[config.mk]
export PLATFORM = sky130hd
export DESIGN_NAME = antilog_decomp
export DESIGN_NICKNAME = d
export VERILOG_FILES = /design/src/rtl/logc_pkg.sv /design/src/rtl/antilog_corr_lut.sv /design/src/rtl/antilog_decomp.sv
export SDC_FILE = /design/constraint.sdc
export NUM_CORES = 1
export LEC_CHECK = 0
export ABC_AREA = 1
export CORE_ASPECT_RATIO = 0.75
export CORE_MARGIN = 4
export CORE_UTILIZATION = 50
export DETAILED_ROUTE_END_ITERATION = 6
export GPL_TIMING_DRIVEN = 0
export PLACE_DENSITY = 0.75
export SYNTH_ARGS = -nofsm -noshare
export SYNTH_HDL_FRONTEND = slang
export SYNTH_SLANG_ARGS = --single-unit
[constraint.sdc]
create_clock -name clk -period 8.88 [get_ports clk]
set_clock_uncertainty 0.05 [all_clocks]
set_input_delay 1.776 -clock clk [delete_from_list [all_inputs] [get_ports clk]]
set_output_delay 1.776 -clock clk [all_outputs]
set_load 0.01 [all_outputs]
[src/rtl/logc_pkg.sv]
// +--------------------------------------------------------------------------+
// | logc_pkg : shared widths, log-code type and antilog correction table     |
// | Rev 1.0                                                                  |
// +--------------------------------------------------------------------------+
`default_nettype none

package logc_pkg;

  localparam int DATA_WIDTH  = 48;
  localparam int FRAC_WIDTH  = 16;
  localparam int NORM_WIDTH  = FRAC_WIDTH + 1;
  localparam int SHIFT_WIDTH = $clog2(DATA_WIDTH);
  localparam int LUT_BITS    = 5;
  localparam int CORR_Q      = 16;

  // corr[k] = round(((1 + k/32) - 2^(k/32)) * 2^16): gap between the linear
  // segment and the true exponential at each segment start.
  localparam logic [CORR_Q-1:0] CORR_TABLE [2**LUT_BITS] = '{
    16'd0,    16'd613,  16'd1194, 16'd1744, 16'd2260, 16'd2744, 16'd3192, 16'd3606,
    16'd3984, 16'd4326, 16'd4630, 16'd4895, 16'd5122, 16'd5309, 16'd5456, 16'd5560,
    16'd5622, 16'd5641, 16'd5615, 16'd5543, 16'd5426, 16'd5261, 16'd5047, 16'd4784,
    16'd4470, 16'd4105, 16'd3686, 16'd3214, 16'd2686, 16'd2103, 16'd1461, 16'd761
  };

  typedef struct packed {
    logic [SHIFT_WIDTH-1:0] int_part;
    logic [NORM_WIDTH-1:0]  frac;
  } log_code_t;

endpackage

`default_nettype wire

[src/rtl/antilog_corr_lut.sv]
// +--------------------------------------------------------------------------+
// | antilog_corr_lut : combinational ROM, segment index -> mantissa correction |
// | Rev 1.0                                                                  |
// +--------------------------------------------------------------------------+
`default_nettype none

module antilog_corr_lut
  import logc_pkg::*;
#(
  parameter int FRAC_WIDTH = logc_pkg::FRAC_WIDTH,
  parameter int LUT_BITS   = logc_pkg::LUT_BITS
) (
  input  logic [LUT_BITS-1:0]   idx,
  output logic [FRAC_WIDTH-1:0] corr
);

  // Table is stored in Q16; rescale to the configured fraction width.
  generate
    if (FRAC_WIDTH >= CORR_Q) begin : g_scale_up
      assign corr = FRAC_WIDTH'(CORR_TABLE[idx]) << (FRAC_WIDTH - CORR_Q);
    end else begin : g_scale_down
      assign corr = FRAC_WIDTH'(CORR_TABLE[idx] >> (CORR_Q - FRAC_WIDTH));
    end
  endgenerate

endmodule

`default_nettype wire

[src/rtl/antilog_decomp.sv]
// +--------------------------------------------------------------------------+
// | antilog_decomp : 3-stage log2-code to linear magnitude reconstruction    |
// | Optional: ANTILOG_ROUND_EN selects round-half-up on right shifts.        |
// | Rev 1.0                                                                  |
// +--------------------------------------------------------------------------+
`default_nettype none

module antilog_decomp
  import logc_pkg::*;
#(
  parameter int DATA_WIDTH  = logc_pkg::DATA_WIDTH,
  parameter int FRAC_WIDTH  = logc_pkg::FRAC_WIDTH,
  parameter int NORM_WIDTH  = FRAC_WIDTH + 1,
  parameter int SHIFT_WIDTH = $clog2(DATA_WIDTH),
  parameter int LUT_BITS    = logc_pkg::LUT_BITS
) (
  input  logic                   clk,
  input  logic                   reset,
  input  logic                   in_valid,
  output logic                   in_ready,
  input  logic [SHIFT_WIDTH-1:0] comp_int,
  input  logic [NORM_WIDTH-1:0]  comp_frac,
  output logic                   out_valid,
  input  logic                   out_ready,
  output logic [DATA_WIDTH-1:0]  data_out,
  output logic                   sat
);

  localparam int EW = SHIFT_WIDTH + 1;

  logic                  en;
  logic                  s1_valid, s2_valid;
  logic [EW-1:0]         s1_e, s2_e, e_n;
  logic [FRAC_WIDTH-1:0] s1_f, f_n, corr;
  logic [NORM_WIDTH-1:0] s2_m, m_n;
  logic [DATA_WIDTH:0]   m_ext;
  logic [EW-1:0]         rsh;
  logic [DATA_WIDTH-1:0] data_n;
  logic                  sat_n;
`ifdef ANTILOG_ROUND_EN
  logic [DATA_WIDTH:0]   rnd;
`endif

  assign en       = !out_valid || out_ready;
  assign in_ready = en;

  // S1: a set unity bit carries into the exponent; widened e cannot wrap.
  always_comb begin
    e_n = {1'b0, comp_int};
    f_n = comp_frac[FRAC_WIDTH-1:0];
    if (comp_frac[FRAC_WIDTH]) begin
      e_n = {1'b0, comp_int} + EW'(1);
      f_n = '0;
    end
  end

  antilog_corr_lut #(
    .FRAC_WIDTH (FRAC_WIDTH),
    .LUT_BITS   (LUT_BITS)
  ) u_corr_lut (
    .idx  (s1_f[FRAC_WIDTH-1 -: LUT_BITS]),
    .corr (corr)
  );

  // S2: 2^FRAC_WIDTH + f is just the hidden one concatenated on top of f.
  assign m_n   = {1'b1, s1_f} - {1'b0, corr};
  assign m_ext = (DATA_WIDTH+1)'(s2_m);

  always_comb begin
    data_n = '0;
    sat_n  = 1'b0;
    rsh    = EW'(FRAC_WIDTH) - s2_e;
`ifdef ANTILOG_ROUND_EN
    rnd    = '0;
`endif
    if (s2_e >= EW'(DATA_WIDTH)) begin
      data_n = '1;
      sat_n  = 1'b1;
    end else if (s2_e >= EW'(FRAC_WIDTH)) begin
      data_n = DATA_WIDTH'(m_ext << (s2_e - EW'(FRAC_WIDTH)));
    end else begin
`ifdef ANTILOG_ROUND_EN
      rnd    = (DATA_WIDTH+1)'(1) << (rsh - EW'(1));
      data_n = DATA_WIDTH'((m_ext + rnd) >> rsh);
`else
      data_n = DATA_WIDTH'(m_ext >> rsh);
`endif
    end
  end

  always_ff @(posedge clk) begin
    if (reset) begin
      s1_valid  <= 1'b0;
      s1_e      <= '0;
      s1_f      <= '0;
      s2_valid  <= 1'b0;
      s2_e      <= '0;
      s2_m      <= '0;
      out_valid <= 1'b0;
      data_out  <= '0;
      sat       <= 1'b0;
    end else if (en) begin
      s1_valid  <= in_valid;
      s1_e      <= e_n;
      s1_f      <= f_n;
      s2_valid  <= s1_valid;
      s2_e      <= s1_e;
      s2_m      <= m_n;
      out_valid <= s2_valid;
      data_out  <= data_n;
      sat       <= sat_n;
    end
  end

endmodule

`default_nettype wire

# Yosys cells after proc, flatten, opt, wreduce, memory -nomap -nowiden
# Memories as Yosys holds them, arrays and structs flattened.
# Cells that the tools add are included.
[word_totals]
elab_cells = 29
ff_bits = 99
mem_count = 1
in_bits = 27
mem_bits_ro = 512
[memory_table]
columns = ["memory", "words", "width", "read_ports", "rd_clocked_by_memory_dff", "wr", "line", "text"]
rows = [
  ["(no name shown)", 32, 16, 1, 0, 0, "antilog_corr_lut.sv:20", "assign corr = FRAC_WIDTH'(CORR_TABLE[idx]) << (FRAC_WIDTH - CORR_Q);"],
]
[op_classes]
add_sub_neg = 4
n_lt_le_gt_ge = 3
n_mux = 7
n_shift = 2
n_reduce_logical = 2
bitwise_logic = 1
[op_table]
columns = ["op", "n"]
rows = [
  ["$mux W48", 2],
  ["$mux W16", 3],
  ["$shl A17 B7 Y48", 1],
  ["$shr A17 B7 Y48", 1],
  ["$sub A17 B16 Y17", 1],
  ["$add A6 B1 Y7 const B", 1],
  ["$ge A7 B5 Y1 const B", 1],
  ["$ge A7 B6 Y1 const B", 1],
  ["$mux W7", 1],
  ["$sub A5 B7 Y7 const A", 1],
  ["$sub A7 B5 Y7 const B", 1],
  ["$ge A6 B6 Y1 const B", 1],
  ["$not A5 Y6", 1],
  ["$logic_not A1 Y1", 1],
  ["$logic_or A1 B1 Y1", 1],
  ["$mux W1", 1],
]

# Longest topological paths before layout
# Gate-level depths: netlist of the first run.
[depth]
word_depth = 5
depth_mapped = 20

# Hierarchy
# A second synthesis of the first run with hierarchy kept.
[unflattened]
cells_unflattened = 1193
area_unflattened_um2 = 7509.7
[modules_own_cells]
columns = ["module", "area_per_inst_um2", "n_inst", "seq_area_each_um2", "cells_per_inst"]
rows = [
  ["antilog_decomp", 6744.0, 1, 1981.9, 1049],
  ["antilog_corr_lut", 765.7, 1, 0.0, 144],
]

# Least setup slack after synthesis of the first run
# OpenSTA, ideal clock, no wires.
[synth_timing]
path_type = "input to output"
startpoint = "input out_ready"
endpoint = "output in_ready"
t_arrival_ns = 2.603
path_slack_ns = 4.451
path_stages = 4
cell_sequence = "nor2_1 > inv_1 > clkbuf_1 > buf_1"
[synth_between]
elab_chain_cells = 1
[synth_lines]
columns = ["item", "line", "text"]
rows = [
  ["start: declaration", "antilog_decomp.sv:24", "input logic out_ready,"],
  ["$logic_or A1 B1 Y1", "antilog_decomp.sv:44", "assign en = !out_valid || out_ready;"],
  ["end: declaration", "antilog_decomp.sv:20", "output logic in_ready,"],
]
# No other way between the ends.

# Final worst setup path of the first run
# Same ends and word-level chain as after synthesis.

==> run metrics, run 1 <==
asr flop ratio synth 0%; Root Buffer clkbuf_16; Unique masters post-synth between 40 and 50; gr usage total 33.4%; initial antenna violation count 1; antenna cells 0; max frequency 165 MHz; worst-margin pin slew approximately 930 ps; Sinks on Clock Net 99; pwr dens 174 nW/um^2; Critical Path Source Type primary input; GPL Wtd Cong 1.03; Post-synth EDFFs 0; DP Wirelength 22100 um; Max-slew headroom 37.5%; Fin Setup TNS 0 ps; antenna-violating nets left 0; largest net degree at the start of global routing 20; fill count roughly 1400; I/O pin cnt 78; H-tree levels 3; Syn Area/Cell just over 6 um^2; first-pass GRT wire length around 43000 um; uppermost layer routed met5; Congestion Overflow GR 0; number of synthesized register bits 99; Sw Ratio 41.3%; area of the multi-input gates 4540 um^2; Die Span X 147 um; DR WL met2 9560 um; CP arrival 4220 ps; Synth-to-Final Area Change 18.0%; ys flop type dfxtp_1; drt wl/cell between 15 and 20 um; Reg clk slew, reported paths approximately 80 ps; TritonCTS clock tree yes; DRT Pass-1 Iters 6; Req. time, crit path roughly 7000 ps; Critical Path Sink Type output port; YS warnings 0; met3 wire length about 4300 um; initial drt markers 1087; final setup fails 0; status complete, no violations; LEAKAGE around 3.7 nW; Period Utilization, post-route between 60% and 70%; CP Class primary input to output port; sequential share of power between 30% and 40%; clock share of power 26.5%; final core utilization 61.3%; RSZ-0062 raised after global routing no; share of layout cells above drive strength 1 4.70%; logic gate share of total power 38.9%; share of the synthesized area in the top cell type ~27%; WHS 454 ps; most frequent cells in the layout nand2_1, o21ai_0, a21oi_1; Die Y 112 um; Slew Limit Fails 0; wl on met1 around 13000 um; power after layout about 1.5 mW; clk buf depth 2; top cells by area, synth dfxtp_1, nand2_1, o21ai_0; Seq/Total Area, Yosys 27.4%; CTS Hold Buffers Added 0; synthesized instance count 1161; via count 8572; maxcap violations 0; post-cts sizing count 0; CP Max Fanout 10; internal power between 800 and 900 uW; # port buffers 77; Post-Syn Area 7240 um^2; Initial Utilization 52.0%; Synth area leader dfxtp_1; vias in the first global route 7657; worst hold path class register to register; CTS Buf Count 9; DIE AREA 16500 um^2; Psw a little over 600 uW; VDD IR max 0.0996 mV; Residual DRC 0; Final Hold Viols 0; fin crit period 6050 ps; worst-skew pair later-pin latency 370 ps; setup bufs post-CTS 0; fin nets 1305; site row count 37; Post-Route WL 27600 um; Register Area 1980 um^2; most common cell after layout, fill and taps aside nand2_1; Mapped Nets ~1200; core area 13900 um^2; drt via density slightly below 6
per-stage QoR:
stage | worst slack (ps) | instances | cell area (um^2)
after floorplan | 4450 | 1161 | 7240
after global placement | 2910 | 1433 | 8260
after detailed placement | 2890 | 1433 | 8260
after CTS | 2890 | 1449 | 8550
after global routing | 2770 | 1449 | 8550
final | 2830 | 1449 | 8550
power groups by stage:
stage                     Combinational [mW]  Clock (mW)  Sequential (mW)
after detailed placement               0.552           0            0.523
after global placement                 0.552           0            0.523
after floorplan                        0.360           0            0.522
final                                  0.580       0.395            0.516
after global routing                   0.636       0.417            0.520
after CTS                              0.555       0.397            0.514
cell type report:
| class | instances | area share (%) |
|---|---|---|
| flip-flops and latches | 99 | 23.2 |
| well taps | 195 | 2.85 |
| repair buffers | 77 | 9.02 |
| clock buffers | 10 | 2.68 |
| inverters | 102 | 4.48 |
| clock inverters | 6 | 0.732 |
| plain buffers | 72 | 3.89 |
| multi-input cells | 888 | 53.2 |
critical path: stages:
cell and delay [ps]:
clkdlybuf4s50_1 460, nor2_1 120, inv_1 210, clkbuf_1 560, buf_1 460, clkdlybuf4s50_1 640
final timing paths:
kind,slack [ps],to,cells past startpoint,startpoint
min,450,s2_valid,2,s2_valid
max reg2reg,4590,s2_m[9],18,s1_f[12]
max,2830,in_ready,6,out_ready
min reg2reg,450,s2_valid,2,s2_valid
cell families after synthesis:
family	share of synthesized area (%)
simple gates	28.7
compound gates	26.6
buf+inv	9.88
flops	27.4
fa+ha+maj	5.11
xor+xnor	1.92
mux	0.415
sequential cells by signal, summed over array words and instances (netlist names):
| name | cells |
|---|---|
| s1_valid | 1 |
| s2_valid | 1 |
| s2_e | 7 |
| s2_m | 17 |
| out_valid | 1 |
| s1_e | 7 |
| data_out | 48 |
| s1_f | 16 |
| sat | 1 |
layer usage:
| layer | up-vias | track usage [%] |
|---|---|---|
| li1 | 4080 | - |
| met1 | 3915 | 53.8 |
| met2 | 539 | 40.3 |
| met3 | 36 | 13.3 |
| met4 | 2 | 6.70 |
| met5 | - | 0 |
synthesized netlist by cell type (all sizes together) (3+ instances only):
cell,n
nand4,6
o211ai,30
and2,7
nor3,8
a21oi,123
nand3b,3
nor2,109
xor2,7
clkbuf,45
inv,99
clkinv,3
buf,27
a31oi,10
mux2i,3
o21bai,5
nand2,264
dfxtp,99
o311ai,3
a22oi,4
xnor2,8
o221ai,5
o21ai,164
nand3,83
or2,9
ha,28
(Power assumes the default switching activity.)
==> run 2: changes to the inputs <==
==> constraint.sdc (replaced) <==
create_clock -name clk -period 5.8 [get_ports clk]
set_clock_uncertainty 0.05 [all_clocks]
set_input_delay 1.16 -clock clk [delete_from_list [all_inputs] [get_ports clk]]
set_output_delay 1.16 -clock clk [all_outputs]
set_load 0.01 [all_outputs]
==> results of run 2 <==
The final DEF is identical to that of run 1. Status: complete, no violations.
Main changes from that run: setup slack after placement 2890 ps -> 1040 ps; setup slack after layout 2830 ps -> 981 ps; register-to-register setup slack 4590 ps -> 1510 ps; total power 1.49 mW -> 2.28 mW; worst IR drop on VDD 0.0996 mV -> 0.153 mV
==> patch, RTL diff (flow settings as in run 2) <==
Set the package constant `CORR_Q` to 15 (it was 16).
--- a/src/rtl/logc_pkg.sv
+++ b/src/rtl/logc_pkg.sv
@@ -11,7 +11,7 @@
   localparam int NORM_WIDTH  = FRAC_WIDTH + 1;
   localparam int SHIFT_WIDTH = $clog2(DATA_WIDTH);
   localparam int LUT_BITS    = 5;
-  localparam int CORR_Q      = 16;
+  localparam int CORR_Q      = 15;
 
   // corr[k] = round(((1 + k/32) - 2^(k/32)) * 2^16): gap between the linear
   // segment and the true exponential at each segment start.
Function: changed (Yosys sat finds a counterexample within 4 cycles, from zero or initial values and one cycle with reset high).
==> patch against run 2 <==
- non-clock buffer count increased by 3
- sequential cell count unchanged
- design area about the same
- synthesized area decreased by 0.17%
- maximum frequency increased by 3.0%
- total power decreased by 1.8%
- setup slack improved by 0.14 ns
- routed wire length decreased by 4.9%
- largest power group unchanged
- highest routed layer unchanged
==> patch: results <==
export IMPL_num_nets_final=1291
export IMPL_grt_usage=0.3131
export IMPL_synth_compound_area_frac=0.2674
export IMPL_synth_xor_area_share=0.01921
export IMPL_antenna_found_initial=0
export IMPL_synthArstFlopShare=0
export IMPL_ys_top_cells_by_count="257 x nand2_1, 142 x o21ai_0, 117 x a21oi_1"
export IMPL_cts_setup_buffers=0
export IMPL_grt_pass1_wl_um=41030
export IMPL_first_iter_violations=1035
export IMPL_worst_skew_pair_late_latency_ns=0.36
export IMPL_cp_slowest_cell="clkdlybuf4s50_1"
export IMPL_root_buffer="clkbuf_16"
export IMPL_cts_resized_gates=0
export IMPL_maxCapViolCount=0
export IMPL_largestRegisters="data_out x48, s2_m x17, s1_f x16"
export IMPL_synth_area_leaders="dfxtp_1 27%, nand2_1 13%, o21ai_0 9.8%, a21oi_1 8.1%, nand3_1 6.0%"
export IMPL_dr_total_vias=8462
export IMPL_clk_path_buf_depth=2
export IMPL_synthMuxAreaShare=0.001385
export IMPL_hold_class="register to register"
export IMPL_place_gp_congestion=1.065
export IMPL_cp_max_fo=10
export IMPL_ir_worst_vdd_uv=215.0
export IMPL_yosysUniqueCellTypes=52
export IMPL_wl_per_cell_um=18.31
export IMPL_leakagePower_nw=3.639
export IMPL_worst_pin_slew_ns=0.7864
export IMPL_htreeDepth=3
export IMPL_syn_inst=1147
export IMPL_place_ws_ns=1.152
export IMPL_dpl_cell_count=1419
export IMPL_cts_buffers_inserted=9
export IMPL_clkSlewWorstSetupHoldPaths_ns=0.07
export IMPL_yosysWarnings=0
export IMPL_syn_num_nets=1203
export IMPL_status="finished clean"
export IMPL_drive_gt1_frac=0.05484
export IMPL_arrival_ns=3.47
export IMPL_place_port_buffers=77
export IMPL_synthAdderAreaFrac=0.05124
export IMPL_n_fill_cell=1392
export IMPL_synth_seq_area_share=0.2742
export IMPL_placed_area_um2=8243
export IMPL_grt_max_degree=20
export IMPL_critPathMaxStageDelay_ns=0.62
export IMPL_antenna_cells=0
export IMPL_drt_pass1_iter_count=6
export IMPL_routed_via_density=5.897
export IMPL_path_delay_family="buffers and inverters"
export IMPL_grt_pass1_vias=7696
export IMPL_dp_hpwl_um=20870
==> patch: worst paths after layout <==
path / from / depth (start not counted) / to / slack (ns)
worst min register to register: s1_valid / 2 / s1_valid / 0.46
worst max-delay path: out_ready / 6 / in_ready / 1.12
worst max register to register: s1_f[12] / 18 / s2_m[10] / 1.47
worst min-delay path: s1_valid / 2 / s1_valid / 0.46
==> patch: cell families after synthesis <==
family / after synthesis
multiplexers: 1
AO/OA/AOI/OAI: 350
buffers and inverters: 179
flip-flops: 99
XOR/XNOR: 15
AND/OR/NAND/NOR: 474
adder cells (fa/ha/maj): 29
==> patch: layer usage <==
| metal | wire (um) | track usage | part of all wire | vias to the layer above |
|---|---|---|---|---|
| li1 | - | - | - | 4029 |
| met5 | 68 | 0.02941 | 0.0026 | - |
| met2 | 9470 | 0.3998 | 0.36 | 507 |
| met4 | 473 | 0.07268 | 0.018 | 2 |
| met1 | 12450 | 0.4802 | 0.47 | 3884 |
| met3 | 3810 | 0.1207 | 0.15 | 40 |
==> patch: area by class of cell <==
| type | count | area (um^2) | share of cell area |
|---|---|---|---|
| inverters | 104 | 391.6 | 0.04584 |
| clock buffers | 9 | 225.2 | 0.02636 |
| repair buffers | 77 | 770.7 | 0.09022 |
| flip-flops and latches | 99 | 1982 | 0.2320 |
| clock inverters | 7 | 75.07 | 0.008787 |
| multi-input cells | 869 | 4501 | 0.5268 |
| plain buffers | 75 | 354.1 | 0.04145 |
| well taps | 195 | 244.0 | 0.02856 |
==> patch: power by group <==
part,total [mW],internal (mW),switching (mW)
Combinational,0.843,0.291,0.552
Clock,0.614,0.304,0.309
Sequential,0.786,0.741,0.0448
Total,2.24,1.34,0.906
